## config.mk

```make
export PLATFORM = sky130hd
export DESIGN_NAME = led_pio_fader_flat
export DESIGN_NICKNAME = d
export VERILOG_FILES = /design/src/rtl/led_pio_fader_if.sv /design/src/rtl/led_pio_fader.sv /design/src/flat_wrapper.sv
export SDC_FILE = /design/constraint.sdc
export NUM_CORES = 1
export LEC_CHECK = 0
export CAP_MARGIN = 25
export CORE_ASPECT_RATIO = 1.2
export CORE_UTILIZATION = 60
export CTS_CLUSTER_DIAMETER = 80
export CTS_CLUSTER_SIZE = 20
export DETAILED_ROUTE_END_ITERATION = 10
export DONT_BUFFER_PORTS = 1
export GPL_TIMING_DRIVEN = 1
export PLACE_DENSITY = 0.76
export SLEW_MARGIN = 25
export SYNTH_ARGS = -nofsm -noshare
export SYNTH_HDL_FRONTEND = slang
export SYNTH_SLANG_ARGS = --single-unit
```

## constraint.sdc

```tcl
create_clock -name clk -period 6 [get_ports clk]
set_input_delay 1.2 -clock clk [delete_from_list [all_inputs] [get_ports clk]]
set_output_delay 1.2 -clock clk [all_outputs]
set_load 0.01 [all_outputs]
```

## src/rtl/led_pio_fader_if.sv

```systemverilog
// LED PIO export bundle: requested LED pattern in, PWM-dimmed LED drive out.
// Optional busy flag present when LED_FADE_BUSY_EN is defined.
interface led_pio_fader_if #(
    parameter int unsigned N = 8
);
    logic [N-1:0] led_in;
    logic [N-1:0] led_out;
`ifdef LED_FADE_BUSY_EN
    logic         busy;

    modport master (output led_in, input  led_out, input  busy);
    modport slave  (input  led_in, output led_out, output busy);
`else
    modport master (output led_in, input  led_out);
    modport slave  (input  led_in, output led_out);
`endif
endinterface

```

## src/rtl/led_pio_fader.sv

```systemverilog
// Per-channel LED fader: each PIO bit ramps a PWM brightness level between off and full-on.
// Optional macro LED_FADE_BUSY_EN adds a registered busy flag (some channel still ramping).
module led_pio_fader #(
    parameter int unsigned N        = 8,
    parameter int unsigned LVL_BITS = 4,
    parameter int unsigned PRESCALE = 5000
) (
    input  logic           clk,
    input  logic           rst,
    led_pio_fader_if.slave pio
);
    localparam int unsigned MAXL = (2 ** LVL_BITS) - 1;
    localparam int unsigned PW   = (PRESCALE > 1) ? $clog2(PRESCALE) : 1;

    typedef enum logic [1:0] {
        CH_OFF,
        CH_UP,
        CH_ON,
        CH_DOWN
    } ch_state_e;

    logic [PW-1:0]       presc;
    logic [LVL_BITS-1:0] pwm_cnt;
    logic [N-1:0]        tgt_q;
    logic [LVL_BITS-1:0] level [N];
    logic [N-1:0]        led_out_q;

    logic                tick_c;
    logic                frame_c;
    ch_state_e           ch_state_c  [N];
    logic [LVL_BITS-1:0] level_nxt_c [N];
    logic [N-1:0]        led_nxt_c;
    logic                ramping_c;

    // Shared timebase strobes; every channel steps on the same frame.
    assign tick_c  = (presc == PW'(PRESCALE - 1));
    assign frame_c = tick_c && (pwm_cnt == LVL_BITS'(MAXL - 1));

    // Per-channel state decode, next level and next PWM output.
    always_comb begin
        led_nxt_c = '0;
        ramping_c = 1'b0;
        for (int i = 0; i < int'(N); i++) begin
            ch_state_c[i]  = CH_OFF;
            level_nxt_c[i] = level[i];
            led_nxt_c[i]   = (pwm_cnt < level[i]);
            if (tgt_q[i]) begin
                ch_state_c[i] = (level[i] == LVL_BITS'(MAXL)) ? CH_ON : CH_UP;
            end else begin
                ch_state_c[i] = (level[i] == '0) ? CH_OFF : CH_DOWN;
            end
            if ((ch_state_c[i] == CH_UP) || (ch_state_c[i] == CH_DOWN)) begin
                ramping_c = 1'b1;
            end
            if (frame_c) begin
                case (ch_state_c[i])
                    CH_UP:   level_nxt_c[i] = level[i] + LVL_BITS'(1);
                    CH_DOWN: level_nxt_c[i] = level[i] - LVL_BITS'(1);
                    default: level_nxt_c[i] = level[i];
                endcase
            end
        end
    end

    // Timebase, input capture, levels and PWM output registers.
    always_ff @(posedge clk) begin
        if (!rst) begin
            presc     <= '0;
            pwm_cnt   <= '0;
            tgt_q     <= '0;
            led_out_q <= '0;
            for (int i = 0; i < int'(N); i++) begin
                level[i] <= '0;
            end
        end else begin
            presc <= tick_c ? '0 : presc + PW'(1);
            if (tick_c) begin
                pwm_cnt <= (pwm_cnt == LVL_BITS'(MAXL - 1)) ? '0 : pwm_cnt + LVL_BITS'(1);
            end
            tgt_q     <= pio.led_in;
            led_out_q <= led_nxt_c;
            for (int i = 0; i < int'(N); i++) begin
                level[i] <= level_nxt_c[i];
            end
        end
    end

    assign pio.led_out = led_out_q;

`ifdef LED_FADE_BUSY_EN
    logic busy_q;

    // A channel in UP or DOWN is exactly one whose level differs from its target end.
    always_ff @(posedge clk) begin
        if (!rst) begin
            busy_q <= 1'b0;
        end else begin
            busy_q <= ramping_c;
        end
    end

    assign pio.busy = busy_q;
`else
    logic unused_ramping;
    assign unused_ramping = ramping_c;
`endif

endmodule

```

## src/flat_wrapper.sv

```systemverilog
// flat-port wrapper written by rule: the top's interface ports become plain ports
module led_pio_fader_flat 
#(
    parameter int unsigned N        = 8,
    parameter int unsigned LVL_BITS = 4,
    parameter int unsigned PRESCALE = 5000
)
  (clk, rst, pio_led_in, pio_led_out);
  led_pio_fader_if #(.N(N)) pio_i ();
  input  logic clk;
  input  logic rst;
  input wire logic [$bits(pio_i.led_in)-1:0] pio_led_in;
  output wire logic [$bits(pio_i.led_out)-1:0] pio_led_out;
  assign pio_i.led_in = pio_led_in;
  assign pio_led_out = pio_i.led_out;
  led_pio_fader #(.N(N), .LVL_BITS(LVL_BITS), .PRESCALE(PRESCALE)) u_core (.clk(clk), .rst(rst), .pio(pio_i));
endmodule
```

# Word-level counts from Yosys, hierarchy flattened
# Memories as Yosys holds them, arrays and structs flattened.
# Index checks and enable logic that the tools add are counted.
[op_classes]
n_addsub = 18
magnitude_cmp = 8
n_eq_ne = 26
n_mux = 51
n_bitwise = 9
n_reduce_logical = 10
[op_table]
columns = ["cell", "count"]
rows = [
  ["4-bit two-way mux", 17],
  ["4-bit one-hot mux with 2 select lines", 8],
  ["2-bit two-way mux", 24],
  ["4-bit by 1-bit adder with 4-bit output (second input constant)", 9],
  ["4-bit equality test (second input constant)", 9],
  ["4-bit zero test", 8],
  ["4-bit less-than comparator", 8],
  ["4-bit by 1-bit subtractor with 4-bit output (second input constant)", 8],
  ["2-bit by 1-bit equality test with 1-bit output (second input constant)", 8],
  ["2-bit equality test (second input constant)", 8],
  ["13-bit by 1-bit adder with 13-bit output (second input constant)", 1],
  ["13-bit equality test (second input constant)", 1],
  ["1-bit OR", 8],
  ["1-bit two-way mux", 2],
  ["2-bit OR reduction", 1],
  ["1-bit logical AND", 1],
  ["1-bit inverter", 1],
]
[totals]
ff_bits = 33
ramBits = 32
elab_cells = 127
memories = 1
[memory_table]
columns = ["memory", "depth", "word_bits", "read_ports", "rd_ports_with_merged_regs", "write_ports", "line", "source"]
rows = [
  ["u_core.level", 8, 4, 8, 0, 8, "led_pio_fader.sv:25", "logic [LVL_BITS-1:0] level [N];"],
]

# Depth between registers and ports, before layout
[logic_depth]
depth_word = 7
mapped_depth = 8

# Worst setup path after synthesis
# OpenSTA, ideal clock, no wires.
[synth_timing]
kind = "flip-flop to flip-flop"
from = "mem u_core.level[1][0] (netlist: u_core.level[0][4])"
to = "mem u_core.level[1][3] (netlist: u_core.level[0][7])"
setup_ns = 0.072
arrival_ns = 2.196
t_required_ns = 5.928
setup_slack_ns = 3.732
stages_incl_launch_ff = 9
n_path_buf = 0
synth_period_minus_slack_ns = 2.268
cell_sequence = "dfxtp_1 -> nor4_1 -> or2_2 -> inv_1 -> ha_1 -> a21oi_1 -> a211oi_1 -> nor4_1 -> mux2i_1"
[synth_rtl]
columns = ["element", "line"]
rows = [
  ["from (decl)", "led_pio_fader.sv:25"],
]

==> summary.txt <==
Synthesis
  – Area leader, netlist: dfxtp_1
  – Post-synth EDFFs: 0
  – Syn nets: about 500
  – Post-synth top cells: 65 x dfxtp_1, 43 x inv_1, 41 x ha_1
  – Unique masters post-synth: 45
  – Warnings, synthesis: 0
  – Synth area leaders: dfxtp_1 31%, ha_1 12%, a21oi_1 4.1%
  – #FFs+latches synth: 65
  – Most common cell in the netlist: dfxtp_1
  – Syn avg cell area: 9.10 um2
  – Cell area after synthesis: between 4000 and 5000 um2
  – Predominant post-synthesis flop cell: dfxtp_1
  – Register area share after synthesis: 0.313
  – Cell count after synthesis: about 460
  – Top-area cell type share of the netlist area: 0.313
  – Ys async rst share: 0

Worst setup path
  – Top Family by Delay on Critical Path: simple AND/OR/NAND/NOR gates
  – Critical R2R Capture: u_core.level[0][3]
  – CP Data Required Time: about 6.3 ns
  – Worst path buffer plus inverter count: 1
  – CP Launch Type: flip-flop
  – CP max stage delay: ~0.60 ns
  – Flop2flop setup slack: around 3.3 ns
  – Arrival @ worst endpoint: 2.95 ns
  – CP dominant cell by count: nor4_1
  – RR Startpoint: u_core.level[0][0]
  – CP max stage cell: nor4_1
  – CP Cell Sequence: nor4_1 -> or2_2 -> inv_1 -> ha_1 -> a21oi_1 -> a211oi_1 -> nor4_1 -> mux2i_1
  – CP max FO: 6
  – R2R cell count: 8
  – Critical path class: reg2reg
  – Critical Path End Type: flip-flop

Placed design
  – Global placer's final weighted congestion: ~0.85
  – Placed cell count: 527
  – IO buf count: 0
  – HPWL Detailed: 5.74 mm

Route
  – Detail Route Antenna Nets: 0
  – Drt first-iter violations: around 210
  – DRC viols: 0
  – Routed WL: 8.20 mm
  – Routed len/inst: 15.2 um
  – Via-to-Cell Ratio: between 6 and 7
  – First-pass detailed-route iteration total: 4
  – Via Count: 3,277

Global routing
  – Antenna violations before repair: 0
  – Tot GR Track Use: 0.252
  – Total gr overflow: 0
  – Vias in the first global route: between 3k and 4k
  – Largest net degree at the start of global routing: 37
  – First-pass GRT wire length: between 10 and 15 mm

Floorplanning
  – Vert. Die Dim: between 90 and 100 um
  – FP Rows: 32
  – Initial Util: 0.632
  – Die area: 7260 um2
  – Die Wd: ~78 um
  – I/O pin count: 18
  – Core Box Area: 6570 um2

STA
  – Accumulated negative setup slack: 0 ns
  – Final Skew: approximately 0.0076 ns
  – Post-route minimum period: roughly 2.7 ns
  – Worst slew pin tran: between 0.7 and 0.8 ns
  – RSZ-0062 raised after global routing: false
  – Max_slew headroom: 0.527
  – Final Cycle Share: 0.449
  – Final setup fails: 0
  – Hold Fails Final Rpt: 0
  – Pins Over Slew Limit: 0
  – Fmax achieved: 371 MHz

Clock tree
  – Root Buffer Master: clkbuf_8
  – Hold buffer count at CTS: 0
  – H-tree Lvls: 3
  – TritonCTS buffer count: 9
  – Clk buf depth: 2
  – Sink Count: 65
  – CTS clk-pin slew, worst paths: ~0.060 ns
  – Post-CTS Setup Inserts: 0
  – Clk Latency, worst-skew pair: ~0.34 ns
  – Cells resized by post-CTS repair: 0
  – CTS tree: built

Layout
  – Layout cells sized above 1: 0.0857
  – Post-Layout Cell Count: 540
  – Area grow syn2layout: 4.19%
  – Util after Layout: 0.659
  – Final nets: ~510
  – Fillers: 557
  – Antenna cells: 0

Pwr
  – Maximum vdd drop: between 0.15 and 0.2 mV
  – Leak: approximately 1.6 nW
  – PwrDens: about 180 nW/um2

Run
  – Max_cap viols: 0

Min path
  – Hold Crit Start: u_core.presc[0]
  – Hold endpoint: u_core.presc[0]
  – Hold depth: 1
  – Hold WC Path Type: reg2reg

Outcome
  – Status: completed
==> per-stage QoR <==
| stage | area [um2] | power, mW | setup WS, ns | hold WS [ns] |
|---|---|---|---|---|
| finish | 4330 | 0.774 | 3.31 | 0.462 |
| global placement | 4170 | 0.474 | 3.52 | 0.442 |
| floorplan | 4150 | 0.473 | 3.73 | 0.430 |
| detailed placement | 4170 | 0.474 | 3.36 | 0.454 |
| CTS | 4320 | 0.782 | 3.31 | 0.469 |
| global route | 4330 | 0.805 | 3.03 | 0.485 |
==> cell usage in the layout (no fill, tap or decap), drive strengths merged, types with 8 or more instances in the layout <==
cell type and instances:
mux2i 16, a21o 16, nand3 30, inv 44
a311oi 8, clkbuf 12, or2 8, nor4 19
nand2b 8, nor2 16, a211oi 16, ha 41
dfxtp 65, and4 10, mux2 8, o21ai 16
and2 8, nand2 21, o211a 8, xnor2 17
fa 8, a21oi 34
==> worst max path at each step <==
stage                       start                  to  slack (ns)  cells past startpoint
3_5_place_dp   u_core.level[0][4]  u_core.level[0][7]        3.36                      8
6_report       u_core.level[0][0]  u_core.level[0][3]        3.31                      8
3_3_place_gp   u_core.level[0][4]  u_core.level[0][7]        3.52                      8
2_1_floorplan  u_core.level[0][4]  u_core.level[0][7]        3.73                      8
5_1_grt        u_core.level[1][4]  u_core.level[1][7]        3.03                      8
4_1_cts        u_core.level[0][4]  u_core.level[0][7]        3.31                      8
==> logic make-up after synthesis <==
kind of cell    Yosys count  synth area share
flops                    65             0.313
simple gates            138             0.197
mux                      24            0.0603
compound gates          102             0.165
buf+inv                  58            0.0600
xor+xnor                 20            0.0422
fa+ha+maj                49             0.162
==> registers in the layout (all words and copies together), names as in the netlist <==
register            count
u_core.level           32
u_core.presc           13
u_core.pio.led_out      8
u_core.pwm_cnt          4
u_core.tgt_q            8
==> layer usage <==
layer	part of all wire	track usage
met5	0	0
met2	0.46	0.412
met4	0.025	0.116
met3	0.036	0.0537
met1	0.48	0.316
==> power breakdown <==
part / leakage (nW) / switching (mW) / internal, mW / total, mW
registers: 0.526 / 0.00622 / 0.436 / 0.442
logic: 0.948 / 0.0133 / 0.00936 / 0.0227
clock network: 0.0782 / 0.155 / 0.154 / 0.309
total: 1.55 / 0.175 / 0.599 / 0.774
==> worst reg2reg max path: stages (launching register included) <==
cell and delay (ns):
dfxtp_1 0.36, nor4_1 0.60, or2_2 0.25, inv_1 0.07
ha_1 0.35, a21oi_1 0.23, a211oi_1 0.10, nor4_1 0.41
mux2i_1 0.25
==> layout make-up <==
cell class | count | area [um2] | area share
multi-input combinational | 333 | 2600 | 0.602
clock inverter | 1 | 5.00 | 0.00116
inverter | 44 | 165 | 0.0382
sequential | 65 | 1300 | 0.301
tap | 85 | 106 | 0.0246
clock buffer | 12 | 145 | 0.0336
Note: power is estimated with default switching activity, not from simulation.
